===== src/rtl/can_host_pkg.sv =====
// ----------------------------------------------------------------------------
// can_host_pkg
// Shared definitions for the 8051-style register-port bus initiator:
//   - FSM state encodings (IDLE, ADDR, HOLD, STRB, REC, DONE)
//   - phase-counter width
//   - legal range for the per-phase cycle-count parameters
//   - a helper that range-checks one phase length
// ----------------------------------------------------------------------------
package can_host_pkg;

    // Phase timing runs on one 4-bit down-counter.
    localparam int unsigned PHASE_CNT_W = 4;

    // Every phase length parameter must fall in this range.
    localparam int unsigned PHASE_CYC_MIN = 1;
    localparam int unsigned PHASE_CYC_MAX = 15;

    // State encodings are kept as plain constants for compatibility with
    // older tools that consume this package.
    typedef logic [2:0] state_t;

    localparam state_t ST_IDLE = 3'd0;
    localparam state_t ST_ADDR = 3'd1;
    localparam state_t ST_HOLD = 3'd2;
    localparam state_t ST_STRB = 3'd3;
    localparam state_t ST_REC  = 3'd4;
    localparam state_t ST_DONE = 3'd5;

    function automatic bit cyc_in_range(input int unsigned n);
        return (n >= PHASE_CYC_MIN) && (n <= PHASE_CYC_MAX);
    endfunction

endpackage


===== src/rtl/can_host_phase_timer.sv =====
// ----------------------------------------------------------------------------
// can_host_phase_timer
// Loadable down-counter that times each bus phase. The FSM loads N-1 on
// phase entry and leaves the phase on the cycle where the count is zero.
// The counter parks at zero when not reloaded.
// Ports:
//   clk_i       clock (rising edge)
//   rst_ni      asynchronous active-low reset
//   load_i      load load_val_i on the next edge
//   load_val_i  value to load (phase length minus one)
//   value_o     current count
//   zero_o      count is zero: last cycle of the current phase
// ----------------------------------------------------------------------------
module can_host_phase_timer
    import can_host_pkg::*;
(
    input  logic                   clk_i,
    input  logic                   rst_ni,
    input  logic                   load_i,
    input  logic [PHASE_CNT_W-1:0] load_val_i,
    output logic [PHASE_CNT_W-1:0] value_o,
    output logic                   zero_o
);

    // Load takes priority; otherwise count down and stop at zero.
    always_ff @(posedge clk_i or negedge rst_ni) begin
        if (!rst_ni) begin
            value_o <= '0;
        end else if (load_i) begin
            value_o <= load_val_i;
        end else if (value_o != '0) begin
            value_o <= value_o - 1'b1;
        end
    end

    assign zero_o = (value_o == '0);

endmodule


===== src/rtl/can_host_8051_master.sv =====
// ----------------------------------------------------------------------------
// can_host_8051_master
// Bus initiator for the CAN controller's 8051-style multiplexed register
// port. Takes one read/write command at a time on a valid/ready handshake,
// runs the ADDR/HOLD/STRB/REC bus sequence, and returns a one-cycle response.
//
// Optional feature macro: CAN_HOST_WRITE_VERIFY_EN
//   When defined, each write is followed by a readback of the same address.
//   The response then carries the readback data and verify_err_o.
//
// Ports:
//   clk_i, rst_ni                  clock / async active-low reset
//   cmd_valid_i, cmd_ready_o       command handshake
//   cmd_we_i, cmd_addr_i,
//   cmd_wdata_i                    command fields (1 = write)
//   rsp_valid_o, rsp_rdata_o,
//   verify_err_o                   one-cycle response
//   cs_o, ale_o, rd_o, wr_o        bus controls, active-high
//   port_0_o, port_0_oe_o,
//   port_0_i                       multiplexed address/data bus
// ----------------------------------------------------------------------------
module can_host_8051_master
    import can_host_pkg::*;
#(
    parameter int unsigned ALE_CYC  = 2,
    parameter int unsigned HOLD_CYC = 2,
    parameter int unsigned STRB_CYC = 4,
    parameter int unsigned REC_CYC  = 2
) (
    input  logic       clk_i,
    input  logic       rst_ni,
    input  logic       cmd_valid_i,
    output logic       cmd_ready_o,
    input  logic       cmd_we_i,
    input  logic [7:0] cmd_addr_i,
    input  logic [7:0] cmd_wdata_i,
    output logic       rsp_valid_o,
    output logic [7:0] rsp_rdata_o,
    output logic       verify_err_o,
    output logic       cs_o,
    output logic       ale_o,
    output logic       rd_o,
    output logic       wr_o,
    output logic [7:0] port_0_o,
    output logic       port_0_oe_o,
    input  logic [7:0] port_0_i
);

    localparam bit PARAMS_OK = cyc_in_range(ALE_CYC) && cyc_in_range(HOLD_CYC) &&
                               cyc_in_range(STRB_CYC) && cyc_in_range(REC_CYC);

    localparam logic [PHASE_CNT_W-1:0] ALE_LD  = PHASE_CNT_W'(ALE_CYC - 1);
    localparam logic [PHASE_CNT_W-1:0] HOLD_LD = PHASE_CNT_W'(HOLD_CYC - 1);
    localparam logic [PHASE_CNT_W-1:0] STRB_LD = PHASE_CNT_W'(STRB_CYC - 1);
    localparam logic [PHASE_CNT_W-1:0] REC_LD  = PHASE_CNT_W'(REC_CYC - 1);

    state_t                   state_q, state_d;
    logic                     we_q, we_n;
    logic [7:0]               addr_q, addr_n;
    logic [7:0]               wdata_q, wdata_n;
    logic                     vfy_q, vfy_d;
    logic                     accept, capture, read_n;
    logic                     tmr_load;
    logic [PHASE_CNT_W-1:0]   tmr_load_val;
    logic [PHASE_CNT_W-1:0]   phase_cnt;
    logic                     phase_zero;

    assign accept  = cmd_valid_i && cmd_ready_o;
    assign capture = (state_q == ST_STRB) && phase_zero && (!we_q || vfy_q);

    // The values the command registers will hold next cycle. Bus outputs are
    // registered from these so that cs/ale rise on the cycle after accept.
    assign we_n    = accept ? cmd_we_i    : we_q;
    assign addr_n  = accept ? cmd_addr_i  : addr_q;
    assign wdata_n = accept ? cmd_wdata_i : wdata_q;

    can_host_phase_timer u_timer (
        .clk_i      (clk_i),
        .rst_ni     (rst_ni),
        .load_i     (tmr_load),
        .load_val_i (tmr_load_val),
        .value_o    (phase_cnt),
        .zero_o     (phase_zero)
    );

    // Next-state logic: each phase ends on the cycle the timer reads zero
    // and loads the length of the following phase.
    always_comb begin
        state_d      = state_q;
        vfy_d        = vfy_q;
        tmr_load     = 1'b0;
        tmr_load_val = '0;
        case (state_q)
            ST_IDLE: begin
                if (accept) begin
                    state_d      = ST_ADDR;
                    vfy_d        = 1'b0;
                    tmr_load     = 1'b1;
                    tmr_load_val = ALE_LD;
                end
            end
            ST_ADDR: begin
                if (phase_zero) begin
                    state_d      = ST_HOLD;
                    tmr_load     = 1'b1;
                    tmr_load_val = HOLD_LD;
                end
            end
            ST_HOLD: begin
                if (phase_zero) begin
                    state_d      = ST_STRB;
                    tmr_load     = 1'b1;
                    tmr_load_val = STRB_LD;
                end
            end
            ST_STRB: begin
                if (phase_zero) begin
                    state_d      = ST_REC;
                    tmr_load     = 1'b1;
                    tmr_load_val = REC_LD;
                end
            end
            ST_REC: begin
                if (phase_zero) begin
                    state_d = ST_DONE;
`ifdef CAN_HOST_WRITE_VERIFY_EN
                    // A write's recovery leads straight into the readback.
                    if (we_q && !vfy_q) begin
                        state_d      = ST_ADDR;
                        vfy_d        = 1'b1;
                        tmr_load     = 1'b1;
                        tmr_load_val = ALE_LD;
                    end
`endif
                end
            end
            ST_DONE: state_d = ST_IDLE;
            default: state_d = ST_IDLE;
        endcase
    end

    // The readback pass of a verified write is a read on the bus.
    assign read_n = !we_n || vfy_d;

    // State, command capture and all registered bus outputs.
    always_ff @(posedge clk_i or negedge rst_ni) begin
        if (!rst_ni) begin
            state_q     <= ST_IDLE;
            we_q        <= 1'b0;
            addr_q      <= '0;
            wdata_q     <= '0;
            cmd_ready_o <= 1'b1;
            rsp_valid_o <= 1'b0;
            cs_o        <= 1'b0;
            ale_o       <= 1'b0;
            rd_o        <= 1'b0;
            wr_o        <= 1'b0;
            port_0_o    <= '0;
            port_0_oe_o <= 1'b0;
        end else begin
            state_q     <= state_d;
            we_q        <= we_n;
            addr_q      <= addr_n;
            wdata_q     <= wdata_n;
            cmd_ready_o <= (state_d == ST_IDLE);
            rsp_valid_o <= (state_d == ST_DONE);
            cs_o        <= (state_d == ST_ADDR) || (state_d == ST_HOLD) ||
                           (state_d == ST_STRB) || (state_d == ST_REC);
            ale_o       <= (state_d == ST_ADDR);
            rd_o        <= (state_d == ST_STRB) && read_n;
            wr_o        <= (state_d == ST_STRB) && !read_n;
            if ((state_d == ST_ADDR) || (state_d == ST_HOLD)) begin
                port_0_o    <= addr_n;
                port_0_oe_o <= 1'b1;
            end else if (((state_d == ST_STRB) || (state_d == ST_REC)) && !read_n) begin
                port_0_o    <= wdata_n;
                port_0_oe_o <= 1'b1;
            end else begin
                port_0_o    <= '0;
                port_0_oe_o <= 1'b0;
            end
        end
    end

    // Read data is sampled on the edge that ends the last strobe cycle.
    // A plain write leaves the cleared value, so its response reads 0x00.
    always_ff @(posedge clk_i or negedge rst_ni) begin
        if (!rst_ni) begin
            rsp_rdata_o <= '0;
        end else if (accept) begin
            rsp_rdata_o <= '0;
        end else if (capture) begin
            rsp_rdata_o <= port_0_i;
        end
    end

`ifdef CAN_HOST_WRITE_VERIFY_EN
    // Readback flag and compare result for verified writes.
    always_ff @(posedge clk_i or negedge rst_ni) begin
        if (!rst_ni) begin
            vfy_q        <= 1'b0;
            verify_err_o <= 1'b0;
        end else begin
            vfy_q <= vfy_d;
            if (accept) begin
                verify_err_o <= 1'b0;
            end else if (capture && vfy_q) begin
                verify_err_o <= (port_0_i != wdata_q);
            end
        end
    end
`else
    assign vfy_q        = 1'b0;
    assign verify_err_o = 1'b0;
`endif

    // Simulation-only sanity checks: phase lengths in range and the timer's
    // zero flag consistent with its count.
    always_ff @(posedge clk_i) begin
        assert (PARAMS_OK);
        assert (phase_zero == (phase_cnt == '0));
    end

endmodule

===== config.mk =====
export PLATFORM = sky130hd
export DESIGN_NAME = can_host_8051_master
export DESIGN_NICKNAME = d
export VERILOG_FILES = /design/src/rtl/can_host_pkg.sv /design/src/rtl/can_host_phase_timer.sv /design/src/rtl/can_host_8051_master.sv
export SDC_FILE = /design/constraint.sdc
export NUM_CORES = 1
export LEC_CHECK = 0
export CAP_MARGIN = 20
export CORE_UTILIZATION = 52
export CTS_BUF_LIST = sky130_fd_sc_hd__clkbuf_16
export DETAILED_ROUTE_END_ITERATION = 8
export MAX_ROUTING_LAYER = met4
export PLACE_DENSITY = 0.84
export SYNTH_ARGS = -nofsm -noshare
export SYNTH_HDL_FRONTEND = slang
export SYNTH_SLANG_ARGS = --single-unit

===== constraint.sdc =====
create_clock -name clk_i -period 3.1 [get_ports clk_i]
set_input_delay 0.465 -clock clk_i [delete_from_list [all_inputs] [get_ports clk_i]]
set_output_delay 0.465 -clock clk_i [all_outputs]
set_load 0.005 [all_outputs]

==> results of run 1 <==
## how the worst max path moves through the flow
stage	startpoint	end	cells after the start
after floorplan	u_timer.value_o[0]$_DFFE_PN0P_	rsp_rdata_o[0]$_DFFE_PN0P_	7
after global placement	cmd_valid_i	port_0_o[3]$_DFF_PN0_	5
after detailed placement	cmd_valid_i	port_0_o[4]$_DFF_PN0_	5
after CTS	u_timer.value_o[0]$_DFFE_PN0P_	port_0_o[4]$_DFF_PN0_	6
after global routing	u_timer.value_o[0]$_DFFE_PN0P_	port_0_o[1]$_DFF_PN0_	6
final	u_timer.value_o[0]$_DFFE_PN0P_	port_0_o[4]$_DFF_PN0_	6
## logic make-up (layout without fill, tap and decap cells)
family	Yosys count	after routing	share of synthesized area [%]
AOI/OAI and AO/OA	33	33	13.0
xor gates and xnor gates	4	4	1.75
adders and majority gates	2	2	1.25
buffers and inverters	13	65	3.37
DFF	47	47	58.7
muxes	16	16	9.18
other	1	1	0.187
and+or+nand+nor	45	45	12.5
## layer usage
layer  global-route usage (%)  up-vias  wire length [µm]
met5                        -        -                 0
li1                         -      660                 -
met1                     26.8      703              1590
met2                     40.7       53              2240
met3                     4.64        5               241
met4                     6.82        0                43
## layout by cell type, fill, tap and decap left out, types with 2 or more instances in the layout
master	instances
nor2b_1	2
clkbuf_16	5
clkdlybuf4s50_1	49
dfrtp_1	46
o211ai_1	2
o21ai_0	4
ha_1	2
mux2_2	15
nand2b_1	8
or3b_1	2
nor2_1	6
nor3_1	3
o21a_1	2
nand2_1	13
inv_1	6
a22o_1	8
a211oi_1	2
nand3_1	4
a21oi_1	10
xnor2_1	4
## state kept, by name (all words and copies together) (netlist names)
| signal | count |
|---|---|
| port_0_oe_o | 1 |
| rd_o | 1 |
| rsp_valid_o | 1 |
| addr_q | 8 |
| port_0_o | 8 |
| rsp_rdata_o | 8 |
| ale_o | 1 |
| cmd_ready_o | 1 |
| state_q | 3 |
| wdata_q | 8 |
| cs_o | 1 |
| wr_o | 1 |
| we_q | 1 |
| u_timer.value_o | 4 |
## cells in the mapped netlist
master,instances
xnor2_1,4
inv_1,4
nor2b_1,2
nor2_1,6
clkbuf_2,1
mux2_4,1
and2_1,1
o211ai_1,2
a22o_1,8
or3b_1,2
conb_1,1
a21bo_2,1
o21a_1,2
ha_1,2
nand3b_1,1
mux2_2,15
dfstp_2,1
a211oi_1,2
or3b_2,1
o21ai_0,4
nand2b_1,8
o311ai_4,1
nand3_1,4
nor4b_2,1
a211oi_2,1
buf_4,3
a311oi_2,1
buf_2,5
nor3b_2,1
dfrtp_1,46
nor3_1,3
a21oi_1,10
o22ai_2,1
nand2_1,13
or2_2,1
nor3b_1,1
## where the power goes
part | internal (W) | switching (W)
Sequential | 0.000867 | 0.000140
Clock | 0.000291 | 0.000198
Combinational | 0.000548 | 0.000505
## layout make-up
| class | count | area [µm²] |
|---|---|---|
| multi-input cells | 101 | 759 |
| inverters | 4 | 15.0 |
| well taps | 48 | 60.1 |
| fillers | 253 | 1010 |
| clock inverters | 3 | 12.5 |
| clock buffers | 5 | 125 |
| flip-flops and latches | 47 | 1180 |
| repair buffers | 53 | 533 |
## stage by stage
stage	std cells	hold WS (ps)
floorplan	161	169
global placement	251	474
detailed placement	251	485
CTS	259	392
global route	261	511
finish	261	497
## repair_timing
action                                 CTS  global route
endpoints found under the hold margin    0             3
buffers inserted                         0             0
gates resized for setup                  0             0
hold buffers                             0             1
==> qor.txt, run 1 <==
Hold Path Depth: 1
Syn Nets: 191
Die Y-Extent: 64.1 µm
Max cap viols: 0
Final GP Congestion: 0.843
Antenna-violating nets left: 0
CTS tree: built
Port bufs: 50
Post-DP Area: 2510 µm²
Io pins: 52
DR WL/cell: 15.8 µm
Antenna diodes: 0
Synth-to-Final Area Change: 33.8%
Via count: 1421
WHS Endpoint: addr_q[5]$_DFF_PN0_
Drt first pass iters: 4
Pre-CTS WS: 779 ps
Post-Layout Inst Area: 2680 µm²
First-pass GRT wire length: 6930 µm
Yosys top cell by area: dfrtp_1
Synth top area cells: dfrtp_1, mux2_2, a22o_1, a21oi_1, nand2b_1
Max VDD drop: 0.000482 V
Share of cells above drive strength 1: 16.4%
Gr ovfl total: 0
Reg2reg start: u_timer.value_o[0]$_DFFE_PN0P_
Largest net degree at the start of global routing: 48
Layout Skew: 5.93 ps
Fin crit period: 2330 ps
Residual DRC: 0
Pins Over Slew Limit: 0
Worst min-delay path class: flop to flop
Die X-Extent: 64.1 µm
Worst Setup End Kind: flop
Arr. time, crit path: 2450 ps
Vias in the first global route: 1458
Setup TNS: 0 ps
1st-iter DRT viols: 67
Cell Pwr Density: 950 nW/µm²
CTS sink cnt: 47
DRT Wirelength: 4120 µm
Dpl hpwl: 2870 µm
Clock H-tree levels: 2
Critical Path RT: 3220 ps
Max Buffers Root-to-Sink: 2
CP max stage delay: 650 ps
Final setup fails: 0
Tot Pwr: 0.00255 W
Leakage: 1.17 nW
Critical Path Slowest Stage Cell: a211oi_2
Startpoint types: flop
Hold Startpoint: addr_q[5]$_DFF_PN0_
RR Endpoint: port_0_o[4]$_DFF_PN0_
Register area share after synthesis: 58.7%
Crit path cell chain: inv_1 > ha_1 > nor3b_2 > o211ai_1 > a211oi_2 > a21oi_1
R2R setup slack: 770 ps
Hold Fails Final Rpt: 0
#FFs+latches synth: 47
Syn. warnings: 0
CP max FO: 9
Core area: 3690 µm²
Final WS setup: 773 ps
Clock Root Buffer: clkbuf_16
RSZ-0062 raised after global routing: no
Max Clk Rate: 430 MHz
Total Routing Usage GR: 23.2%
Post-DR vias/cell: 5.44
Initial antenna violation count: 0
Num CTS Buffers: 5
Worst Max-Slew Pin Slew: 685 ps
Clock-pin slew on the worst setup and hold paths: 60 ps
CP delay by family, top: compound AO/OA/AOI/OAI gates
Worst Path Buf+Inv: 1
Rows: 22
Syn avg cell area: 12.4 µm²
Clock latency on the worst-skew pair: 280 ps
Synth Instances: 161
Final #Nets: 242
Mapped Area: 2000 µm²
CP Class: flop to flop
Slew margin rel.: 54.3%
Reg2Reg Depth: 6
Period utilisation layout: 75.1%
Outcome: finished, final reports clean
Core Util, Final: 72.7%
Initial Util: 54.3%
Synth unique cells: 36
Die area: 4110 µm²
Synth top area share: 57.4%
(Power assumes the default switching activity.)
==> run 2: changes to the inputs <==
--- a/config.mk
+++ b/config.mk
@@ -6,11 +6,11 @@
 export NUM_CORES = 1
 export LEC_CHECK = 0
 export CAP_MARGIN = 20
-export CORE_UTILIZATION = 52
+export CORE_UTILIZATION = 48
 export CTS_BUF_LIST = sky130_fd_sc_hd__clkbuf_16
 export DETAILED_ROUTE_END_ITERATION = 8
 export MAX_ROUTING_LAYER = met4
-export PLACE_DENSITY = 0.84
+export PLACE_DENSITY = 0.79
 export SYNTH_ARGS = -nofsm -noshare
 export SYNTH_HDL_FRONTEND = slang
 export SYNTH_SLANG_ARGS = --single-unit
==> constraint.sdc (replaced) <==
create_clock -name clk_i -period 2.3 [get_ports clk_i]
set_input_delay 0.345 -clock clk_i [delete_from_list [all_inputs] [get_ports clk_i]]
set_output_delay 0.345 -clock clk_i [all_outputs]
set_load 0.005 [all_outputs]
==> run 2 against run 1 <==
  * Maximum frequency grew 9.9%
  * Power grew 41%
  * Final cell count grew 1.1%
  * Routed wire length shrank 0.73%
  * Clock-buffer cell count is the same
  * Combinational power grew 38%
  * Die area grew 8.1%
  * Highest routed layer unchanged
==> qor.txt, run 2 (synthesis results as in run 1) <==
Drt first pass iters: 4 (unchanged)
Met3 GRT Util: 6.34% (+1.7 points)
Leakage: 1.18 nW (+0.51%)
Synth-to-Final Area Change: 34.9%
Final setup fails: 0 (unchanged)
Outcome: finished, final reports clean
Post-DP Area: 2540 µm² (+1.0%)
Final #Nets: 243 (+0.41%)
Cell Pwr Density: 1330 nW/µm² (+40%)
Io pins: 52 (unchanged)
Reg2Reg Depth: 6 (unchanged)
R2R setup slack: 180 ps (-590 ps)
Antenna diodes: 0 (unchanged)
CTS sink cnt: 47 (unchanged)
First-pass GRT wire length: 6470 µm (-6.6%)
1st-iter DRT viols: 57 (-15%)
Clock Root Buffer: clkbuf_16
Final GP Congestion: 0.870 (+3.1%)
RR Endpoint: rsp_rdata_o[3]$_DFFE_PN0P_
Via count: 1407 (-0.99%)
Initial antenna violation count: 0 (unchanged)
Port bufs: 50 (unchanged)
Most frequent cells in the layout: clkdlybuf4s50_1, dfrtp_1, mux2_2
Critical Path RT: 2470 ps (-750 ps)
Gr ovfl total: 0 (unchanged)
Max Clk Rate: 472 MHz (+9.9%)
Share of cells above drive strength 1: 17.8% (+1.3 points)
Period utilisation layout: 92.0% (+17 points)
Vias in the first global route: 1388 (-4.8%)
Max Buffers Root-to-Sink: 2 (unchanged)
M1 GR Usage: 24.7% (-2.0 points)
RSZ-0062 raised after global routing: no
Antenna-violating nets left: 0 (unchanged)
Worst min-delay path class: primary input to asynchronous set/reset pin
Largest net degree at the start of global routing: 48 (unchanged)
Initial Util: 50.1% (-4.2 points)
Num CTS Buffers: 5 (unchanged)
Clock latency on the worst-skew pair: 280 ps (about the same)
Commonest non-fill, non-tap cell in the layout: clkdlybuf4s50_1
Clock-pin slew on the worst setup and hold paths: 60 ps (about the same)
Max VDD drop: 0.000635 V (+32%)
GRT Max-Usage Layer: met2
Hold Fails Final Rpt: 0 (unchanged)
Residual DRC: 0 (unchanged)
Reg2reg start: u_timer.value_o[0]$_DFFE_PN0P_
CP max FO: 8 (-1)
Post-Layout Inst Area: 2700 µm² (+0.79%)
CTS tree: built
CP Class: flop to flop
Worst Setup End Kind: flop
Slew margin rel.: 56.9% (+2.6 points)
Dpl hpwl: 2860 µm (-0.22%)
Total Routing Usage GR: 20.9% (-2.3 points)
Post-cts sizing count: 0 (unchanged)
Startpoint types: flop
Worst Max-Slew Pin Slew: 647 ps (-37.4 ps)
Post-DR vias/cell: 5.33 (-2.1%)
DR WL/cell: 15.5 µm (-1.9%)
Layout Skew: 5.33 ps (-0.597 ps)
Met2 Use GR: 34.0% (-6.7 points)
Core area: 4000 µm² (+8.4%)
Die Y-Extent: 66.6 µm (+4.0%)
Clock H-tree levels: 2 (unchanged)
Max cap viols: 0 (unchanged)
Hold Buf Count CTS: 0 (unchanged)
Die X-Extent: 66.6 µm (+4.0%)
Arr. time, crit path: 2290 ps (-160 ps)
DRT Wirelength: 4090 µm (-0.73%)
Pins Over Slew Limit: 0 (unchanged)
Setup TNS: 0 ps (unchanged)
Rows: 23 (+4.5%)
FILL cells: 285 (+13%)
Fin crit period: 2120 ps (-210 ps)
Die area: 4440 µm² (+8.1%)
Post-CTS setup buffers: 0 (unchanged)
run 2: cell type report:
| type | count | area [µm²] | area share [%] |
|---|---|---|---|
| Tap cell | 50 | 62.6 | 2.31 |
| Multi-Input combinational cell | 101 | 759 | 28.1 |
| Timing Repair Buffer | 54 | 526 | 19.4 |
| Sequential cell | 47 | 1180 | 43.5 |
| Clock inverter | 3 | 38.8 | 1.43 |
| Inverter | 4 | 15.0 | 0.555 |
| Clock buffer | 5 | 125 | 4.63 |
run 2: worst max-delay path, stage by stage (launching register included):
cell and delay [ps]:
dfrtp_1 390, inv_1 120, ha_1 170, or3b_1 460, nor4b_2 350, a21oi_1 210, a22o_1 300
run 2: worst max path at each step:
stage,startpoint,end
6_report,u_timer.value_o[0]$_DFFE_PN0P_,rsp_rdata_o[3]$_DFFE_PN0P_
5_1_grt,u_timer.value_o[0]$_DFFE_PN0P_,rsp_rdata_o[3]$_DFFE_PN0P_
4_1_cts,u_timer.value_o[0]$_DFFE_PN0P_,rsp_rdata_o[3]$_DFFE_PN0P_
3_5_place_dp,u_timer.value_o[0]$_DFFE_PN0P_,rsp_rdata_o[3]$_DFFE_PN0P_
3_3_place_gp,cmd_valid_i,port_0_o[6]$_DFF_PN0_
2_1_floorplan,u_timer.value_o[0]$_DFFE_PN0P_,rsp_rdata_o[0]$_DFFE_PN0P_
run 2: stage by stage:
stage	cells	hold slack, ps	utilization (%)	setup slack, ps	power (W)
6_report	264	143	67.6	183	0.00359
5_1_grt	264	197	67.6	82.4	0.00384
4_1_cts	264	162	67.6	201	0.00362
3_5_place_dp	256	464	63.5	230	0.00281
3_3_place_gp	256	450	63.5	324	0.00273
2_1_floorplan	161	49.4	-	442	0.00227
run 2: report_power, final:
part           switching [W]  internal, W  total (W)
Sequential          0.000185      0.00117    0.00135
Clock               0.000284     0.000506   0.000790
Combinational       0.000681     0.000772    0.00145
Total                0.00115      0.00245    0.00359
run 2: metal layers:
metal	vias up	share of wire, %	wire [µm]
met3	9	4.7	192
met5	-	0	0
met1	692	43	1740
li1	658	-	-
met4	0	1.4	59
met2	48	51	2090
